File: src/rtl/rv_iommu_reg_widener.sv
// Bridges 32-bit register accesses to a 64-bit register map as strobed doubleword accesses.
// Keeps a low/high read snapshot for coherent 64-bit reads, and aborts hung downstream accesses.
module rv_iommu_reg_widener #(
  parameter int ADDR_WIDTH = 32,
  parameter int SNAP_EN    = 1,
  parameter int TIMEOUT    = 255
) (
  input  logic                  clk_i,
  input  logic                  rst_i,
  input  logic                  up_valid_i,
  input  logic                  up_write_i,
  input  logic [ADDR_WIDTH-1:0] up_addr_i,
  input  logic [31:0]           up_wdata_i,
  input  logic [3:0]            up_wstrb_i,
  output logic                  up_ready_o,
  output logic [31:0]           up_rdata_o,
  output logic                  up_error_o,
  output logic                  dn_valid_o,
  output logic                  dn_write_o,
  output logic [ADDR_WIDTH-1:0] dn_addr_o,
  output logic [63:0]           dn_wdata_o,
  output logic [7:0]            dn_wstrb_o,
  input  logic                  dn_ready_i,
  input  logic [63:0]           dn_rdata_i,
  input  logic                  dn_error_i
);

  // state | meaning
  // IDLE  | waiting for an upstream request
  // REQ   | downstream access outstanding, timeout counter running
  // RESP  | one-cycle upstream completion pulse
  typedef enum logic [1:0] {ST_IDLE, ST_REQ, ST_RESP} state_t;

  localparam bit       SNAP_ON = (SNAP_EN != 0);
  localparam bit       TO_ON   = (TIMEOUT != 0);
  localparam logic [8:0] TO_LIM = 9'(TIMEOUT);

  state_t state_q, state_d;

  logic                  req_hi_q, req_hi_d;
  logic [7:0]            cnt_q, cnt_d;
  logic                  snap_valid_q, snap_valid_d;
  logic [31:0]           snap_hi_q, snap_hi_d;
  logic [ADDR_WIDTH-4:0] snap_addr_q, snap_addr_d;

  logic                  up_ready_d, up_error_d;
  logic [31:0]           up_rdata_d;
  logic                  dn_valid_d, dn_write_d;
  logic [ADDR_WIDTH-1:0] dn_addr_d;
  logic [63:0]           dn_wdata_d;
  logic [7:0]            dn_wstrb_d;

  logic misaligned, snap_hit, timeout_hit;

  assign misaligned  = (up_addr_i[1:0] != 2'b00);
  assign snap_hit    = SNAP_ON && !up_write_i && up_addr_i[2] && snap_valid_q &&
                       (snap_addr_q == up_addr_i[ADDR_WIDTH-1:3]);
  // The count reaches the limit on the cycle being evaluated.
  assign timeout_hit = TO_ON && (({1'b0, cnt_q} + 9'd1) == TO_LIM);

  always_comb begin
    state_d      = state_q;
    req_hi_d     = req_hi_q;
    cnt_d        = cnt_q;
    snap_valid_d = snap_valid_q;
    snap_hi_d    = snap_hi_q;
    snap_addr_d  = snap_addr_q;
    up_ready_d   = 1'b0;
    up_rdata_d   = 32'h0;
    up_error_d   = 1'b0;
    dn_valid_d   = dn_valid_o;
    dn_write_d   = dn_write_o;
    dn_addr_d    = dn_addr_o;
    dn_wdata_d   = dn_wdata_o;
    dn_wstrb_d   = dn_wstrb_o;

    case (state_q)
      ST_IDLE: begin
        if (up_valid_i) begin
          req_hi_d = up_addr_i[2];
          if (up_write_i) snap_valid_d = 1'b0;
          if (misaligned) begin
            state_d    = ST_RESP;
            up_ready_d = 1'b1;
            up_error_d = 1'b1;
          end else if (snap_hit) begin
            state_d      = ST_RESP;
            up_ready_d   = 1'b1;
            up_rdata_d   = snap_hi_q;
            snap_valid_d = 1'b0;
          end else begin
            state_d    = ST_REQ;
            cnt_d      = 8'h0;
            dn_valid_d = 1'b1;
            dn_write_d = up_write_i;
            dn_addr_d  = {up_addr_i[ADDR_WIDTH-1:3], 3'b000};
            dn_wdata_d = {up_wdata_i, up_wdata_i};
            dn_wstrb_d = up_addr_i[2] ? {up_wstrb_i, 4'h0} : {4'h0, up_wstrb_i};
          end
        end
      end
      ST_REQ: begin
        if (dn_ready_i) begin
          state_d    = ST_RESP;
          dn_valid_d = 1'b0;
          up_ready_d = 1'b1;
          up_error_d = dn_error_i;
          if (!dn_write_o) up_rdata_d = req_hi_q ? dn_rdata_i[63:32] : dn_rdata_i[31:0];
          if (SNAP_ON && !dn_write_o && !req_hi_q) begin
            snap_valid_d = !dn_error_i;
            if (!dn_error_i) begin
              snap_hi_d   = dn_rdata_i[63:32];
              snap_addr_d = dn_addr_o[ADDR_WIDTH-1:3];
            end
          end
        end else if (timeout_hit) begin
          state_d      = ST_RESP;
          dn_valid_d   = 1'b0;
          up_ready_d   = 1'b1;
          up_error_d   = 1'b1;
          snap_valid_d = 1'b0;
        end else begin
          cnt_d = cnt_q + 8'd1;
        end
      end
      ST_RESP: begin
        state_d = ST_IDLE;
      end
      default: begin
        state_d = ST_IDLE;
      end
    endcase
  end

  always_ff @(posedge clk_i or posedge rst_i) begin
    if (rst_i) begin
      state_q      <= ST_IDLE;
      req_hi_q     <= 1'b0;
      cnt_q        <= 8'h0;
      snap_valid_q <= 1'b0;
      snap_hi_q    <= 32'h0;
      snap_addr_q  <= '0;
      up_ready_o   <= 1'b0;
      up_rdata_o   <= 32'h0;
      up_error_o   <= 1'b0;
      dn_valid_o   <= 1'b0;
      dn_write_o   <= 1'b0;
      dn_addr_o    <= '0;
      dn_wdata_o   <= 64'h0;
      dn_wstrb_o   <= 8'h0;
    end else begin
      state_q      <= state_d;
      req_hi_q     <= req_hi_d;
      cnt_q        <= cnt_d;
      snap_valid_q <= snap_valid_d;
      snap_hi_q    <= snap_hi_d;
      snap_addr_q  <= snap_addr_d;
      up_ready_o   <= up_ready_d;
      up_rdata_o   <= up_rdata_d;
      up_error_o   <= up_error_d;
      dn_valid_o   <= dn_valid_d;
      dn_write_o   <= dn_write_d;
      dn_addr_o    <= dn_addr_d;
      dn_wdata_o   <= dn_wdata_d;
      dn_wstrb_o   <= dn_wstrb_d;
    end
  end

endmodule

File: config.mk
export PLATFORM = sky130hd
export DESIGN_NAME = rv_iommu_reg_widener
export DESIGN_NICKNAME = d
export VERILOG_FILES = /design/src/rtl/rv_iommu_reg_widener.sv
export SDC_FILE = /design/constraint.sdc
export NUM_CORES = 1
export LEC_CHECK = 0
export ABC_CLOCK_PERIOD_IN_PS = 7600
export CORE_MARGIN = 2
export CORE_UTILIZATION = 45
export DETAILED_ROUTE_END_ITERATION = 12
export PLACE_DENSITY = 0.8
export SLEW_MARGIN = 20
export SYNTH_ARGS = -nofsm -noshare
export SYNTH_HDL_FRONTEND = slang
export SYNTH_SLANG_ARGS = --single-unit
File: constraint.sdc
create_clock -name clk_i -period 7.6 [get_ports clk_i]
set_input_delay 2.28 -clock clk_i [delete_from_list [all_inputs] [get_ports clk_i]]
set_output_delay 2.28 -clock clk_i [all_outputs]
set_load 0.02 [all_outputs]
* After elaboration in Yosys (flattened, before gate mapping)
Cells that the tools add are included.
Storage, ports and cells: register bits 210, input port bits 138
Operators by class: add/subtract/negate cells 2, equal/unequal tests 10, mux-type cells 43, bitwise operators 3, reductions and logical operators 18
Operators by type and width (number):
- two-way mux 32 bit | 6
- one-hot mux 32 bit (2 select lines) | 1
- two-way mux 8 bit | 6
- == test 29 bit | 1
- two-way mux 1 bit | 19
- one-hot mux 8 bit (2 select lines) | 1
- AND reduction 4 bit | 3
- two-way mux 2 bit | 5
- inequality test 2 bit, second input constant | 5
- adder 8 x 1 -> 9 bit, second input constant | 1
- == test 9 x 8 -> 1 bit, second input constant | 1
- adder 8 x 1 -> 8 bit, second input constant | 1
- one-hot mux 1 bit (2 select lines) | 4
- inequality test 3 bit, second input constant | 2
- AND reduction 6 bit | 1
- AND reduction 5 bit | 1
- logical AND 1 bit | 4
- zero test 1 bit | 4
- one-hot mux 2 bit (2 select lines) | 1
- AND reduction 2 bit | 2
- nonzero test 2 bit | 2
- inverter 1 bit | 3
- == test 2 x 1 -> 1 bit, second input constant | 1
- zero test 2 bit | 1

* Logic depth before layout (Yosys ltp)
Gate-level depths: netlist (run 1).
depth in word-level cells 8, gate-level depth with buffers 7, depth with buffers taken out 7

* Worst setup path before layout (run 1)
Ideal clock, no wire load.
path type input to register, start point input port dn_ready_i, end point register snap_addr_q[1], setup time 0.128 ns, arrival 3.737 ns, data required time 7.472 ns, slack 3.735 ns, stages on the path 7, buffers on the path 3, cell sequence inv_1 -> or3_1 -> clkbuf_1 -> or3_1 -> clkbuf_1 -> buf_2 -> mux2_1
Between the ends: longest elaborated chain between the ends 1
Ends and longest elaborated chain:
- start, declared | line 23 | input logic dn_ready_i,
- AND reduction 4 bit (no line)
- end signal, assigned | line 157 | snap_addr_q <= snap_addr_d;
- end, declared | line 44 | logic [ADDR_WIDTH-4:0] snap_addr_q, snap_addr_d;
No other way between the ends. A chain may end at the register's enable or synchronous reset.

* Worst setup path in the final report (run 1)
start point input port dn_ready_i, end point register snap_hi_q[3]
Between the ends: longest elaborated chain between the ends 1
Ends and longest elaborated chain:
- AND reduction 4 bit (no line)
- end signal, assigned | line 156 | snap_hi_q <= snap_hi_d;
- end, declared | line 43 | logic [31:0] snap_hi_q, snap_hi_d;
No other way between the ends.

==> flow_metrics.py, run 1 <==
metrics = {
    "logic_synthesis": {
        "synth_edf_count": 0,
        "ys_top_cells_by_count": "dfrtp_1, mux2_2, buf_4, mux2i_1, o2bb2ai_1",
        "synth_warnings": 0,
        "synth_xor_area_frac": 0.03550,
        "synthAdderAreaFrac": 0.003170,
        "synth.top_cell.area_share": 0.5643,
        "postSynthCellCount": 580,
        "netlist_area_sq_um": 7894,
        "seq_area_frac_synth": 0.5643,
        "synth-compound-area-share": 0.06261,
        "ys_ff_latch": 178,
        "yosysUniqueCellTypes": 46,
        "synth_top_cell_by_area": "dfrtp_1",
        "synth_simple_gate_area_frac": 0.04850,
        "synth_mux_area_frac": 0.2297,
        "yosysMostFrequentCell": "dfrtp_1",
        "synth_area_leaders": "dfrtp_1, mux2_2, mux2i_1, o2bb2ai_1, xnor2_1",
        "avgSynthCellArea_sq_um": 13.61,
        "synth_top_family_by_area": "multiplexers",
        "async_flop_share": 1.000,
        "synth_ff_type": "dfrtp_1",
    },
    "setup_path": {
        "endpoint": "snap_hi_q[3]$_DFFE_PP0P_",
        "cp-start-kind": "input pin",
        "reg2reg_slack_ns": 4.50,
        "required_ns": 7.90,
        "critPathLaunch": "dn_ready_i",
        "cp_data_arrival_time_ns": 5.32,
        "reg2reg_from": "state_q[1]$_DFFE_PP0P_",
        "setup.worst_path.class": "input pin to register",
        "reg2regPathDepth": 5,
        "r2r-end": "snap_hi_q[3]$_DFFE_PP0P_",
        "path_max_fanout": 33,
        "cp-end-kind": "register",
    },
    "routing": {
        "firstDrtPassIters": 4,
        "drt_iter0_drc": 351,
        "wl_um": 19340,
        "drc": 0,
        "antenna_left": 0,
        "routed_via_density": 5.281,
        "routedWlPerCell_um": 18.40,
        "vias": 5550,
    },
    "layout": {
        "drive_gt1_frac": 0.2058,
        "num-nets-final": 954,
        "syn2layout_area_growth_pct": 41.67,
        "antenna_cells": 0,
    },
    "place": {
        "portBuffers": 274,
        "routabilityCongestion": 0.8051,
        "hpwl_um": 14030,
    },
    "clock_tree": {
        "tritoncts": "yes",
        "cts_buffers": 17,
        "ctsRootBufferMaster": "clkbuf_16",
        "postCtsSetupBuffers": 0,
        "cts_resized": 0,
        "htreeDepth": 4,
        "cts_buffer_depth": 2,
        "cts_num_sinks": 178,
        "cts_hold_buf": 0,
        "cts.clk_slew.worst_paths_ns": 0.07,
        "clk-insertion-delay-late_ns": 0.42,
    },
    "sta": {
        "maxSlewViolCount": 0,
        "worst_pin_slew_ns": 0.9416,
        "fin_hold_ws_ns": 0.4723,
        "period_minus_slack_ns": 5.014,
        "rsz0062_at_grt": "no",
        "max_freq_mhz": 199.4,
        "post-route-period-util": 0.6597,
        "fin_skew_ns": 0.009311,
        "relSlewSlack": 0.3665,
        "final-setup-viol-count": 0,
        "hold_violations": 0,
        "tns_ns": 0,
    },
    "pwr": {
        "leakage_nw": 4.734,
        "p_per_area_nw_per_um2": 317.4,
        "p_total_mw": 3.549,
        "ir_worst_vdd_uv": 171.4,
    },
    "global_route": {
        "grt_pass1_vias": 5926,
        "grt_max_degree": 77,
        "antenna_found_initial": 0,
        "grt_pass1_wl_um": 30280,
        "groute.usage.overall": 0.2108,
        "overflow": 0,
    },
    "floorplan": {
        "die_h_um": 136.4,
        "fp.dieW_um": 136.4,
        "start_util": 0.4580,
        "rows": 48,
        "core_area_sq_um": 17240,
        "die_area_sq_um": 18620,
        "ios": 278,
    },
    "worst_hold_path": {
        "hp-class": "register to register",
        "hold_depth": 1,
    },
    "job": {
        "cap_violations": 0,
    },
    "status": {
        "status": "completed",
    },
}
[where the power goes]
part	switching, mW	internal [mW]
registers	0.200	1.23
clock network	0.364	0.521
logic	0.554	0.676
[cell type report]
type                    count  area (sq um)
fillers                  1283          6053
flip-flops and latches    178          4456
multi-input cells         330          3028
repair buffers            279          2780
clock buffers              21         480.5
well taps                 225         281.5
clock inverters            10         122.6
inverters                   8         35.03
[per-stage QoR]
stage | worst slack [ns] | instance area [sq um] | instances | util
after floorplan | 0.4897 | 7901 | 582 | -
after global placement | 1.975 | 10570 | 1020 | 0.6133
after CTS | 2.422 | 11180 | 1051 | 0.6484
final | 2.586 | 11180 | 1051 | 0.6488
after detailed placement | 1.977 | 10570 | 1020 | 0.6134
after global routing | 2.414 | 11180 | 1051 | 0.6488
[cells by family (layout without fill, tap and decap cells)]
group / after synthesis / count (layout)
fa+ha+maj: 2 / 2
compound gates: 62 / 62
xor+xnor: 32 / 32
other cells: 1 / 3
mux: 165 / 165
flops: 178 / 178
buf+inv: 74 / 318
simple gates: 66 / 66
[registers in the layout, indices dropped and copies added (netlist names)]
| signal | count |
|---|---|
| dn_wstrb_o | 8 |
| up_rdata_o | 32 |
| snap_valid_q | 1 |
| up_ready_o | 1 |
| snap_hi_q | 32 |
| up_error_o | 1 |
| dn_write_o | 1 |
| dn_addr_o | 29 |
| dn_valid_o | 1 |
| req_hi_q | 1 |
| snap_addr_q | 29 |
| state_q | 2 |
| dn_wdata_o | 32 |
| cnt_q | 8 |
[critical path: stages]
cell and delay [ns]:
clkdlybuf4s50_1 0.51, inv_1 0.08, or3_2 0.79, or3_2 0.87, buf_4 0.40, mux2_1 0.35
[how the worst min path moves through the flow]
| stage | slack, ns | end | start |
|---|---|---|---|
| floorplan | 0.45 | up_rdata_o[0]$_DFF_PP0_ | snap_hi_q[0]$_DFFE_PP0P_ |
| CTS | 0.48 | up_rdata_o[10]$_DFF_PP0_ | snap_hi_q[10]$_DFFE_PP0P_ |
| finish | 0.47 | up_rdata_o[10]$_DFF_PP0_ | snap_hi_q[10]$_DFFE_PP0P_ |
| detailed placement | 0.47 | up_rdata_o[13]$_DFF_PP0_ | snap_hi_q[13]$_DFFE_PP0P_ |
| global placement | 0.46 | up_rdata_o[18]$_DFF_PP0_ | snap_hi_q[18]$_DFFE_PP0P_ |
| global route | 0.50 | up_rdata_o[15]$_DFF_PP0_ | snap_hi_q[15]$_DFFE_PP0P_ |
[routing by layer]
layer / global-route usage / wire (um) / vias to the layer above
met5: 0 / 0 / -
met4: 0.07928 / 507 / 0
met3: 0.05220 / 1260 / 35
met2: 0.3822 / 10320 / 211
met1: 0.2387 / 7251 / 2796
li1: - / - / 2508
[placed cells by master, fill, tap and decap left out, drive strengths merged, types with 7 or more instances in the layout]
cell / count
o2bb2ai: 32
nand3: 10
inv: 11
mux2i: 36
o21ai: 7
xnor2: 31
clkbuf: 21
mux2: 129
clkdlybuf4s50: 274
nand4: 9
nor2: 8
dfrtp: 178
nand2: 12
nor2b: 7
Power figures use the tool's default switching activity.
==> inputs of run 2 (changes only) <==
--- a/config.mk
+++ b/config.mk
@@ -5,11 +5,11 @@
 export SDC_FILE = /design/constraint.sdc
 export NUM_CORES = 1
 export LEC_CHECK = 0
-export ABC_CLOCK_PERIOD_IN_PS = 7600
+export ABC_CLOCK_PERIOD_IN_PS = 4400
 export CORE_MARGIN = 2
-export CORE_UTILIZATION = 45
+export CORE_UTILIZATION = 41
 export DETAILED_ROUTE_END_ITERATION = 12
-export PLACE_DENSITY = 0.8
+export PLACE_DENSITY = 0.77
 export SLEW_MARGIN = 20
 export SYNTH_ARGS = -nofsm -noshare
 export SYNTH_HDL_FRONTEND = slang
==> constraint.sdc (replaced) <==
create_clock -name clk_i -period 4.4 [get_ports clk_i]
set_input_delay 1.32 -clock clk_i [delete_from_list [all_inputs] [get_ports clk_i]]
set_output_delay 1.32 -clock clk_i [all_outputs]
set_load 0.02 [all_outputs]
==> run 2 against run 1 <==
  * Clock-buffer cell count is 3 lower
  * Register-to-register slack got worse by 2.7 ns
  * Core utilization down 4.4 points
  * Non-clock buffer count up 9
  * Clock skew increased by 0.00097 ns
  * Final area increased by 1.5%
  * Critical path type unchanged
  * Largest cell class unchanged
  * Largest power group unchanged
==> flow_metrics.py, run 2 (synthesis results as in run 1) <==
metrics = {
    "clock_tree": {
        "htreeDepth": 4,
        "cts_resized": 0,
        "cts_hold_buf": 0,
        "cts_buffer_depth": 2,
        "cts_buffers": 17,
        "cts_num_sinks": 178,
        "tritoncts": "yes",
        "clk-insertion-delay-late_ns": 0.43,
        "ctsRootBufferMaster": "clkbuf_16",
        "postCtsSetupBuffers": 0,
        "cts.clk_slew.worst_paths_ns": 0.07,
    },
    "routing": {
        "drc": 0,
        "routed_via_density": 5.016,
        "firstDrtPassIters": 4,
        "drt_iter0_drc": 216,
        "vias": 5367,
        "wl_um": 19330,
        "antenna_left": 0,
        "routedWlPerCell_um": 18.07,
    },
    "layout": {
        "most-common-layout-cells": "clkdlybuf4s50_1, dfrtp_1, mux2_2",
        "layout_commonest_cell": "clkdlybuf4s50_1",
        "largestRegisters": "dn_wdata_o: 32 flops, snap_hi_q: 32 flops, up_rdata_o: 32 flops",
        "syn2layout_area_growth_pct": 43.84,
        "antenna_cells": 0,
        "num-nets-final": 963,
        "seqCellArea_sq_um": 4456,
        "final_util": 0.6050,
        "instances_no_fill": 1070,
        "fillCellCount": 1536,
        "drive_gt1_frac": 0.2105,
        "multiInputGateArea_sq_um": 3019,
    },
    "place": {
        "portBuffers": 274,
        "hpwl_um": 14080,
        "pre_cts_ws_ns": 0.2829,
        "dp.cells": 1038,
        "routabilityCongestion": 0.7835,
    },
    "setup_path": {
        "cp_data_arrival_time_ns": 3.96,
        "path_cells": "clkdlybuf4s50_1 -> nand4b_1 -> nor4_1 -> a21oi_4 -> buf_12 -> mux2_2",
        "critPathMaxStageDelay_ns": 0.84,
        "path_max_fanout": 38,
        "path_buf_inv": 2,
        "cp-end-kind": "register",
        "critical_path.top_delay_family": "simple AND/OR/NAND/NOR gates",
        "cp-start-kind": "input pin",
        "crit_slowest_cell": "nor4_1",
        "required_ns": 4.71,
        "setup.worst_path.class": "input pin to register",
    },
    "sta": {
        "rsz0062_at_grt": "no",
        "fin_hold_ws_ns": 0.4704,
        "relSlewSlack": 0.2856,
        "worst_pin_slew_ns": 1.062,
        "post-route-period-util": 0.8294,
        "period_minus_slack_ns": 3.649,
        "max_freq_mhz": 274.0,
        "final-setup-viol-count": 0,
        "tns_ns": 0,
        "fin_skew_ns": 0.01029,
        "hold_violations": 0,
        "maxSlewViolCount": 0,
        "fin_ws_ns": 0.7509,
    },
    "status": {
        "status": "completed",
    },
    "global_route": {
        "grt_pass1_vias": 5336,
        "antenna_found_initial": 0,
        "groute.usage.overall": 0.1905,
        "grt_max_degree": 62,
        "overflow": 0,
        "grt_pass1_wl_um": 29660,
    },
    "pwr": {
        "ir_worst_vdd_uv": 430.7,
        "power.switching_mw": 1.933,
        "switching_share": 0.3089,
        "combPwrFrac": 0.332,
        "p_clk_frac": 0.267,
        "p_per_area_nw_per_um2": 551.0,
        "leakage_nw": 4.812,
        "pwr-share-seq": 0.400,
        "p_int_mw": 4.323,
    },
    "floorplan": {
        "rows": 50,
        "core_area_sq_um": 18770,
        "ios": 278,
        "start_util": 0.4206,
        "fp.dieW_um": 142.8,
        "die_h_um": 142.8,
        "die_area_sq_um": 20380,
    },
    "job": {
        "cap_violations": 0,
    },
    "worst_hold_path": {
        "hp-class": "register to register",
    },
}
## run 2: cell count changes in the layout (fill, tap and decap cells not counted), sizes merged
| cell | before | now |
|---|---|---|
| buf | 5 | 14 |
| bufinv | 2 | 5 |
| clkbuf | 21 | 18 |
| clkinv | 2 | 3 |
## run 2: stage by stage
step	power (mW)	cell area (sq um)
after global routing	6.587	11350
after detailed placement	4.635	10700
final	6.256	11350
after CTS	6.339	11350
after global placement	4.584	10700
after floorplan	3.727	7905
## run 2: worst paths after layout
| kind | from | to | slack (ns) | cells past startpoint |
|---|---|---|---|---|
| max | up_addr_i[2] | dn_wdata_o[38]$_DFFE_PP0P_ | 0.75 | 6 |
| min | snap_hi_q[29]$_DFFE_PP0P_ | up_rdata_o[29]$_DFF_PP0_ | 0.47 | 1 |
| max reg2reg | snap_addr_q[26]$_DFFE_PP0P_ | dn_wdata_o[38]$_DFFE_PP0P_ | 1.76 | 6 |
| min reg2reg | snap_hi_q[29]$_DFFE_PP0P_ | up_rdata_o[29]$_DFF_PP0_ | 0.47 | 1 |
| max in group asynchronous | rst_i | dn_wstrb_o[2]$_DFFE_PP0P_ | 2.29 | 3 |
| min in group asynchronous | rst_i | dn_addr_o[28]$_DFFE_PP0P_ | 1.39 | 2 |
## run 2: final cells by class
cell class,instances,share of cell area
clock inverter,14,0.01994
clock buffer,18,0.03780
timing repair buffer,288,0.2552
inverter,8,0.002975
tap,234,0.02579
sequential,178,0.3924
multi-input combinational,330,0.2659
## run 2: power groups by stage
stage / Clock, mW / Sequential [mW] / Combinational (mW)
finish: 1.67 / 2.51 / 2.08
global route: 1.80 / 2.58 / 2.22
CTS: 1.72 / 2.51 / 2.11
detailed placement: 0 / 2.54 / 2.10
global placement: 0 / 2.52 / 2.07
floorplan: 0 / 2.71 / 1.01
## run 2: metal layers
metal	GRT usage	share of wire	vias up
met5	0	0	-
met4	0.06410	0.013	0
met3	0.06103	0.085	18
met2	0.3014	0.47	210
met1	0.2487	0.43	2603
li1	-	-	2536
